## src/rtl/cr16_alu_arbiter.sv

```systemverilog
// cr16_alu_arbiter: two-port valid/ready front end sharing one registered cr16_alu.
// Define CR16_ALU_ARB_RR_EN for round-robin contention handling; otherwise port 0 has fixed priority.
module cr16_alu_arbiter #(
    parameter int P_WIDTH = 16
) (
    input  logic               I_CLK,
    input  logic               I_NRESET,

    input  logic               I_REQ0_VALID,
    output logic               O_REQ0_READY,
    input  logic [3:0]         I_REQ0_OPCODE,
    input  logic [P_WIDTH-1:0] I_REQ0_A,
    input  logic [P_WIDTH-1:0] I_REQ0_B,

    input  logic               I_REQ1_VALID,
    output logic               O_REQ1_READY,
    input  logic [3:0]         I_REQ1_OPCODE,
    input  logic [P_WIDTH-1:0] I_REQ1_A,
    input  logic [P_WIDTH-1:0] I_REQ1_B,

    output logic               O_RSP0_VALID,
    output logic [P_WIDTH-1:0] O_RSP0_C,
    output logic [4:0]         O_RSP0_STATUS,
    output logic               O_RSP0_ERR,

    output logic               O_RSP1_VALID,
    output logic [P_WIDTH-1:0] O_RSP1_C,
    output logic [4:0]         O_RSP1_STATUS,
    output logic               O_RSP1_ERR,

    output logic               O_ALU_ENABLE,
    output logic [3:0]         O_ALU_OPCODE,
    output logic [P_WIDTH-1:0] O_ALU_A,
    output logic [P_WIDTH-1:0] O_ALU_B,
    input  logic [P_WIDTH-1:0] I_ALU_C,
    input  logic [4:0]         I_ALU_STATUS
);

    logic       grant0;
    logic       grant1;
    logic       anyGrant;
    logic       illegal;
    logic [3:0] selOpcode;

    logic last_q, last_d;
    logic tagValid_q, tagValid_d;
    logic tagPort_q, tagPort_d;
    logic tagErr_q, tagErr_d;

    logic rsp0Live;
    logic rsp1Live;

    // last_q == 1 after reset, so port 0 wins the first contention in either mode.
    always_comb begin
`ifdef CR16_ALU_ARB_RR_EN
        grant0 = I_REQ0_VALID & (~I_REQ1_VALID | last_q);
`else
        grant0 = I_REQ0_VALID;
`endif
        grant1 = I_REQ1_VALID & ~grant0;
    end

    assign anyGrant     = grant0 | grant1;
    assign selOpcode    = grant1 ? I_REQ1_OPCODE : I_REQ0_OPCODE;
    assign illegal      = &selOpcode[3:1];

    assign O_REQ0_READY = grant0;
    assign O_REQ1_READY = grant1;
    assign O_ALU_ENABLE = anyGrant & ~illegal;
    assign O_ALU_OPCODE = selOpcode;
    assign O_ALU_A      = grant1 ? I_REQ1_A : I_REQ0_A;
    assign O_ALU_B      = grant1 ? I_REQ1_B : I_REQ0_B;

    always_comb begin
        tagValid_d = anyGrant;
        tagPort_d  = grant1;
        tagErr_d   = anyGrant & illegal;
        last_d     = anyGrant ? grant1 : last_q;
    end

    always_ff @(posedge I_CLK) begin
        if (!I_NRESET) begin
            tagValid_q <= 1'b0;
            tagPort_q  <= 1'b0;
            tagErr_q   <= 1'b0;
            last_q     <= 1'b1;
        end else begin
            tagValid_q <= tagValid_d;
            tagPort_q  <= tagPort_d;
            tagErr_q   <= tagErr_d;
            last_q     <= last_d;
        end
    end

    // ALU outputs are never reset, so everything returned is masked by the tag.
    assign rsp0Live      = tagValid_q & ~tagPort_q;
    assign rsp1Live      = tagValid_q & tagPort_q;

    assign O_RSP0_VALID  = rsp0Live;
    assign O_RSP0_ERR    = rsp0Live & tagErr_q;
    assign O_RSP0_C      = (rsp0Live & ~tagErr_q) ? I_ALU_C : '0;
    assign O_RSP0_STATUS = (rsp0Live & ~tagErr_q) ? I_ALU_STATUS : '0;

    assign O_RSP1_VALID  = rsp1Live;
    assign O_RSP1_ERR    = rsp1Live & tagErr_q;
    assign O_RSP1_C      = (rsp1Live & ~tagErr_q) ? I_ALU_C : '0;
    assign O_RSP1_STATUS = (rsp1Live & ~tagErr_q) ? I_ALU_STATUS : '0;

endmodule

```

## config.mk

```make
export PLATFORM = sky130hd
export DESIGN_NAME = cr16_alu_arbiter
export DESIGN_NICKNAME = d
export VERILOG_FILES = /design/src/rtl/cr16_alu_arbiter.sv
export SDC_FILE = /design/constraint.sdc
export NUM_CORES = 1
export LEC_CHECK = 0
export CORE_MARGIN = 5
export CORE_UTILIZATION = 21
export DETAILED_ROUTE_END_ITERATION = 16
export HOLD_SLACK_MARGIN = 0.06
export PLACE_DENSITY = 0.87
export SYNTH_ARGS = -nofsm -noshare
export SYNTH_HDL_FRONTEND = slang
export SYNTH_SLANG_ARGS = --single-unit
```

## constraint.sdc

```tcl
create_clock -name I_CLK -period 2.55 [get_ports I_CLK]
set_input_delay 0.3825 -clock I_CLK [delete_from_list [all_inputs] [get_ports I_CLK]]
set_output_delay 0.3825 -clock I_CLK [all_outputs]
set_load 0.05 [all_outputs]
```

# Word level (Yosys, flattened, before mapping)
# Cells that the tools add are included.
[totals] out_inout_bits=85 regBits=3
[op_classes] reduce_logical=1 n_mux=7 bitwise=14
[op_table] cell="16-bit 2-to-1 mux" count=4
[op_table] cell="5-bit 2-to-1 mux" count=2
[op_table] cell="1-bit bitwise AND" count=9
[op_table] cell="4-bit 2-to-1 mux" count=1
[op_table] cell="1-bit NOT" count=4
[op_table] cell="3-bit AND reduction" count=1
[op_table] cell="1-bit bitwise OR" count=1

# Logic depth before layout (Yosys ltp)
[depth] depth_word=6 depth_mapped=6 depth_no_buf=4

# Least setup slack after synthesis
# Ideal clock, no wire load.
[synth_timing] path_type="register to output" start="register tagValid_q" end="output port O_RSP0_C[0]" setup_slack_ns=0.557 t_required_ns=2.168 n_path_buf=1 arrival_time_ns=1.610 stages_incl_launch_ff=5 path_cell_list="dfxtp_1 -> nor2b_2 -> and2b_1 -> clkbuf_2 -> and2_1"
[synth_between] elab_chain_cells=3
[synth_lines] item="start: declaration" line_no="46" text="logic tagValid_q, tagValid_d;"
[synth_lines] item="start signal: assignment" line_no="88" text="tagValid_q <= tagValid_d;"
[synth_lines] item="1-bit bitwise AND" line_no="96" text="assign rsp0Live = tagValid_q & ~tagPort_q;"
[synth_lines] item="via O_RSP0_VALID" line_no="21" text="output logic O_RSP0_VALID,"
[synth_lines] item="1-bit bitwise AND" line_no="101" text="assign O_RSP0_C = (rsp0Live & ~tagErr_q) ? I_ALU_C : '0;"
[synth_lines] item="16-bit 2-to-1 mux" line_no="101"
[synth_lines] item="end: declaration" line_no="22" text="output logic [P_WIDTH-1:0] O_RSP0_C,"
# The timed path passes the listed nets, and every way through them passes these cells.

# Worst setup path after layout
[layout_timing] start="input port I_REQ0_VALID" end="output port O_ALU_ENABLE"
[layout_between] elab_chain_cells=6 elab_cells_between_ends=7 classes_between="mux (1); bitwise (5); reduce/logical (1)"
[layout_lines] item="start: declaration" line_no="9" text="input logic I_REQ0_VALID,"
[layout_lines] item="1-bit NOT" line_no="60" text="grant1 = I_REQ1_VALID & ~grant0;"
[layout_lines] item="1-bit bitwise AND" line_no="60"
[layout_lines] item="4-bit 2-to-1 mux" line_no="64" text="assign selOpcode = grant1 ? I_REQ1_OPCODE : I_REQ0_OPCODE;"
[layout_lines] item="3-bit AND reduction" line_no="65" text="assign illegal = &selOpcode[3:1];"
[layout_lines] item="1-bit NOT" line_no="69" text="assign O_ALU_ENABLE = anyGrant & ~illegal;"
[layout_lines] item="1-bit bitwise AND *" line_no="69"
[layout_lines] item="end: declaration" line_no="31" text="output logic O_ALU_ENABLE,"
# Mark *: on every way between the ends. The rest lies on a longest branch, timed or not.

==> impl_metrics.yaml <==
layout:
  synthToLayoutAreaGrowth_pct: 230.3
  layout-drive-gt1-share_pct: 25.14
  antennaDiodeCount: 0
  fin_nets: 456
die:
  ios: 182
  die-area_sq_um: 5851
  die_w_um: 76.49
  die_height_um: 76.49
  initial_core_util_pct: 21.47
  rows: 24
  core-area_sq_um: 4324
global_route:
  gr-usage-all-layers_pct: 17.15
  grt_max_degree: 24
  first_global_vias: 1624
  grt_antenna_before_repair: 0
  overflow: 0
  grt_pass1_wl_um: 8190
worst_setup_path:
  path_class: "input pin to primary output"
  endpoint_kind: "primary output"
  crit_fanout: 23
  critPathMaxStageDelay_ps: 450
  worstSetupStartpoint: "I_REQ0_VALID"
  critPathLaunchType: "input pin"
  worst-path-stages: 7
  arrival_ps: 1850
  crit_buf_inv: 4
  crit_slowest_cell: "clkdlybuf4s50_1"
  crit_chain: "clkdlybuf4s50_1, nand2b_4, inv_1, buf_4, o21ai_0, nand2_1, buf_12"
  cp.required_ps: 2170
  critPathTopFamily: "buffers and inverters"
worst_hold_path:
  hold_path_class: "input pin to flop"
  worstHoldStart: "I_NRESET"
  hold-path-endpoint: "tagValid_q$_SDFF_PN0_"
  holdPathStages: 2
place:
  dp_hpwl_um: 5043
  gp_congestion: 0.8074
  numPortBuffers: 181
synthesis:
  yosys.area.top_type: "nand2_1"
  synth.ff_latch_count: 3
  yosys-top-cells-area: "nand2_1 (44%), and2_1 (30%), dfxtp_1 (6.5%)"
  synth_area_sq_um: 928.4
  syn_inst: 183
  ys.warnings.count: 0
  synth-seq-area-share_pct: 6.469
  syn_avg_cell_area_sq_um: 5.073
  synth_top_area_share_pct: 43.67
  synth_cell_types: 16
  synth_nets: 280
clock_tree:
  clockBufferDepth: 2
  cts_root_buf: "clkbuf_8"
  htreeDepth: 1
  cts_post_setup_buffers_inserted: 0
  holdBufCountCts: 0
  cts.sinks: 3
  cts_tree: "built"
  postCtsResizedCells: 0
  cts_buffers: 3
  clkTransAtPathRegs_ps: 30
sta:
  period_needed_ps: 2234
  fin_crit_sh_pct: 87.62
  finalSetupTns_ps: 0
  setup_violations: 0
  hold_violations: 0
  tightest_slew_ps: 558.6
  hold_slack_ps: 765.8
  relSlewSlack_pct: 62.64
  grt_setup_unrepaired: "no"
  max_freq_mhz: 447.5
  slew_viol_final: 0
routing:
  vias: 1703
  drc_errors: 0
  drt-initial-drc-count: 36
  finalWirelength_um: 5545
  drtPass1Iterations: 2
  vias_per_cell: 4.154
  drt-wirelength-per-cell_um: 13.52
  antenna_left: 0
outcome:
  status: "finished, final reports clean"
power_and_ir_drop:
  powerDensity_nw_per_um2: 319.5
  leakagePower_nw: 1.544
  ir_drop_mv: 0.1909
run:
  maxCapViolCount: 0
layout make-up:
type	count	area [sq um]
fillers	333	1257
inverters	3	11.26
multi-input cells	164	778.2
clock buffers	4	45.04
repair buffers	184	2107
well taps	52	65.06
flip-flops and latches	3	60.06
how the worst max path moves through the flow:
stage                              end
after CTS                 O_ALU_ENABLE
after detailed placement  O_ALU_ENABLE
final                     O_ALU_ENABLE
after global placement    O_ALU_ENABLE
after global routing      O_ALU_ENABLE
after floorplan            O_RSP0_C[0]
logic make-up (layout without fill, tap and decap cells):
| kind of cell | count (synthesis) | count (layout) | synth area share [%] |
|---|---|---|---|
| AOI/OAI and AO/OA | 3 | 3 | 1.887 |
| buffers and inverters | 16 | 191 | 9.703 |
| DFF | 3 | 3 | 6.469 |
| muxes | 2 | 2 | 2.560 |
| and+or+nand+nor | 159 | 159 | 79.38 |
synthesized netlist by cell type:
master	n
and3_1	2
nand2_1	108
nor2b_2	1
inv_1	3
clkbuf_2	2
nand2b_4	1
mux2i_1	1
o21ai_0	2
and2b_1	2
o21a_1	1
buf_4	3
dfxtp_1	3
mux2i_2	1
and2_1	45
buf_6	1
buf_2	7
cell usage in the layout, fill, tap and decap left out:
cell             synthesis  layout
o21a_1                   1       1
dfxtp_1                  3       3
o21ai_0                  2       2
buf_12                   0      38
and3_1                   2       2
clkbuf_8                 0       3
and2b_1                  2       2
clkdlybuf4s50_1          0     100
and2_1                  45      45
mux2i_2                  1       1
nand2_1                108     108
clkbuf_1                 0       1
inv_1                    3       3
mux2i_1                  1       1
nor2b_2                  1       1
buf_4                    3      46
nand2b_4                 1       1
per-stage QoR:
step                      util [%]  std cells  area, sq um  power, mW  worst slack, ps
after CTS                    70.92        410         3067     0.9931            295.7
final                        70.92        410         3067     0.9797            315.6
after global routing         70.92        410         3067      1.022            214.9
after detailed placement     69.88        406         3022     0.8504            299.8
after floorplan                  -        183        928.4     0.4168            557.4
after global placement       69.88        406         3022     0.8429            359.7
flip-flops by register name, indices dropped and copies added, names as in the netlist:
| register | cells |
|---|---|
| tagErr_q | 1 |
| tagPort_q | 1 |
| tagValid_q | 1 |
where the power goes:
group          internal, mW  switching (mW)
clock network         0.106          0.0298
registers            0.0495         0.00129
logic                 0.382           0.411
total                 0.538           0.442
routing by layer:
metal  wire, um  vias to the layer above  global-route usage (%)
met4         27                        0                   3.846
met2       3031                      112                   34.85
met1       1649                      691                   13.88
li1           -                      898                       -
met5          0                        -                       0
met3        837                        2                   9.456
No activity file was read; power rests on OpenSTA's default activity.
==> edit (config.mk and constraints unchanged) <==
`P_WIDTH`: 16 -> 14.
--- a/src/rtl/cr16_alu_arbiter.sv
+++ b/src/rtl/cr16_alu_arbiter.sv
@@ -3,3 +3,3 @@
 module cr16_alu_arbiter #(
-    parameter int P_WIDTH = 16
+    parameter int P_WIDTH = 14
 ) (
Ports: changed (9 resized); port bits go from 182 to 164. The function was not compared with the original's and may differ.
==> edit against the original RTL <==
- critical path depth is 3 lower
- sequential cell count unchanged
- routed wire length fell by 3.6%
- final area shrank 7.1%
- setup slack worse by 0.10 ns
- synthesized area is 7.0% lower
- via count shrank 6.6%
- power down 6.9%
- largest power group unchanged
==> edit: results (changes against the original RTL) <==
DR vias: 1590 (-6.6%)
Detailed Routing Iterations Pass 1: 4 (+2)
fill cell count: 307 (-7.8%)
port buffer count: 163 (-9.9%)
initial DRC count: 33 (-8.3%)
Post-synth top cells: nand2_1, and2_1, buf_4
first-pass GRT wire length: 7440 um (-9.2%)
leakage power total: 1.36 nW (-12%)
sequential fraction of the synthesis area: 6.96% (+0.49 points)
CP arrival: 1.96 ns (+0.11 ns)
status: complete, no violations
M3 GR Usage: 5.68% (-3.8 points)
Syn Nets: 251 (-10%)
Max VDD drop: 0.168 mV (-12%)
layout cells sized above 1: 19.1% (-6.0 points)
crit path kind: reg -> out
Detail Placement HPWL: 4740 um (-6.1%)
global placer's final weighted congestion: 0.812 (+0.56%)
WL/cell: 14.3 um (+5.7%)
fin nets: 412 (-9.6%)
Max-slew headroom: 64.7% (+2.0 points)
largest net degree at the start of global routing: 28 (+17%)
met1 Track Usage GR: 16.6% (+2.7 points)
CP startpoint: tagPort_q
clock root buffer: clkbuf_8
Clock transition at path regs: 0.03 ns (about the same)
edit: changes by cell type in the layout (fill, tap and decap cells not counted):
cell             change
clkdlybuf4s50_1     +13
nor2b_2              -1
inv_1                -1
and2b_4              +2
nand2_1             -12
mux2i_2              -1
buf_4               -27
mux2i_1              +1
and2_1               -5
buf_12               -4
inv_2                +1
and2_4               +1
nor2b_4              +1
and2b_1              -2
edit: report_power, final:
group	internal, mW	switching [mW]	leakage, nW
Combinational	0.351	0.372	1.32
Sequential	0.0495	0.00163	0.0247
Clock	0.107	0.0313	0.0228
Total	0.507	0.405	1.36
edit: final timing paths:
| kind | to | slack, ns | cells after the start |
|---|---|---|---|
| setup / recovery | O_RSP1_C[7] | 0.21 | 4 |
| hold / removal | tagValid_q | 0.77 | 2 |
edit: layout make-up:
cell class / instances / share of cell area [%]
Timing Repair Buffer: 166 / 68.6
Clock buffer: 4 / 1.58
Tap cell: 50 / 2.19
Inverter: 3 / 0.395
Multi-Input combinational cell: 148 / 25.2
Sequential cell: 3 / 2.11
edit: logic make-up after synthesis:
| kind of cell | synth area share (%) |
|---|---|
| muxes | 2.32 |
| buffers and inverters | 10.0 |
| AOI/OAI and AO/OA | 2.03 |
| DFF | 6.96 |
| and+or+nand+nor | 78.7 |
edit: worst max-delay path: stages (launching register included):
cell             delay, ns
dfxtp_1               0.37
and2_4                0.17
and2b_4               0.24
and2_1                0.15
clkdlybuf4s50_1       0.80
edit: through the flow:
step                utilization, %  worst slack, ns  total power [mW]  cell area (sq um)  instances
global placement              70.1            0.338             0.772               2810        370
global route                  71.3            0.131             0.953               2850        374
floorplan                        -            0.696             0.384                863        164
CTS                           71.3            0.201             0.923               2850        374
detailed placement            70.1            0.328             0.779               2810        370
finish                        71.3            0.212             0.912               2850        374
edit: per-layer routing:
layer	share of wire [%]	up-vias	wire length, um
met3	14	4	734
met1	32	672	1700
met4	0.82	0	44
li1	-	810	-
met2	54	104	2860
met5	0	-	0
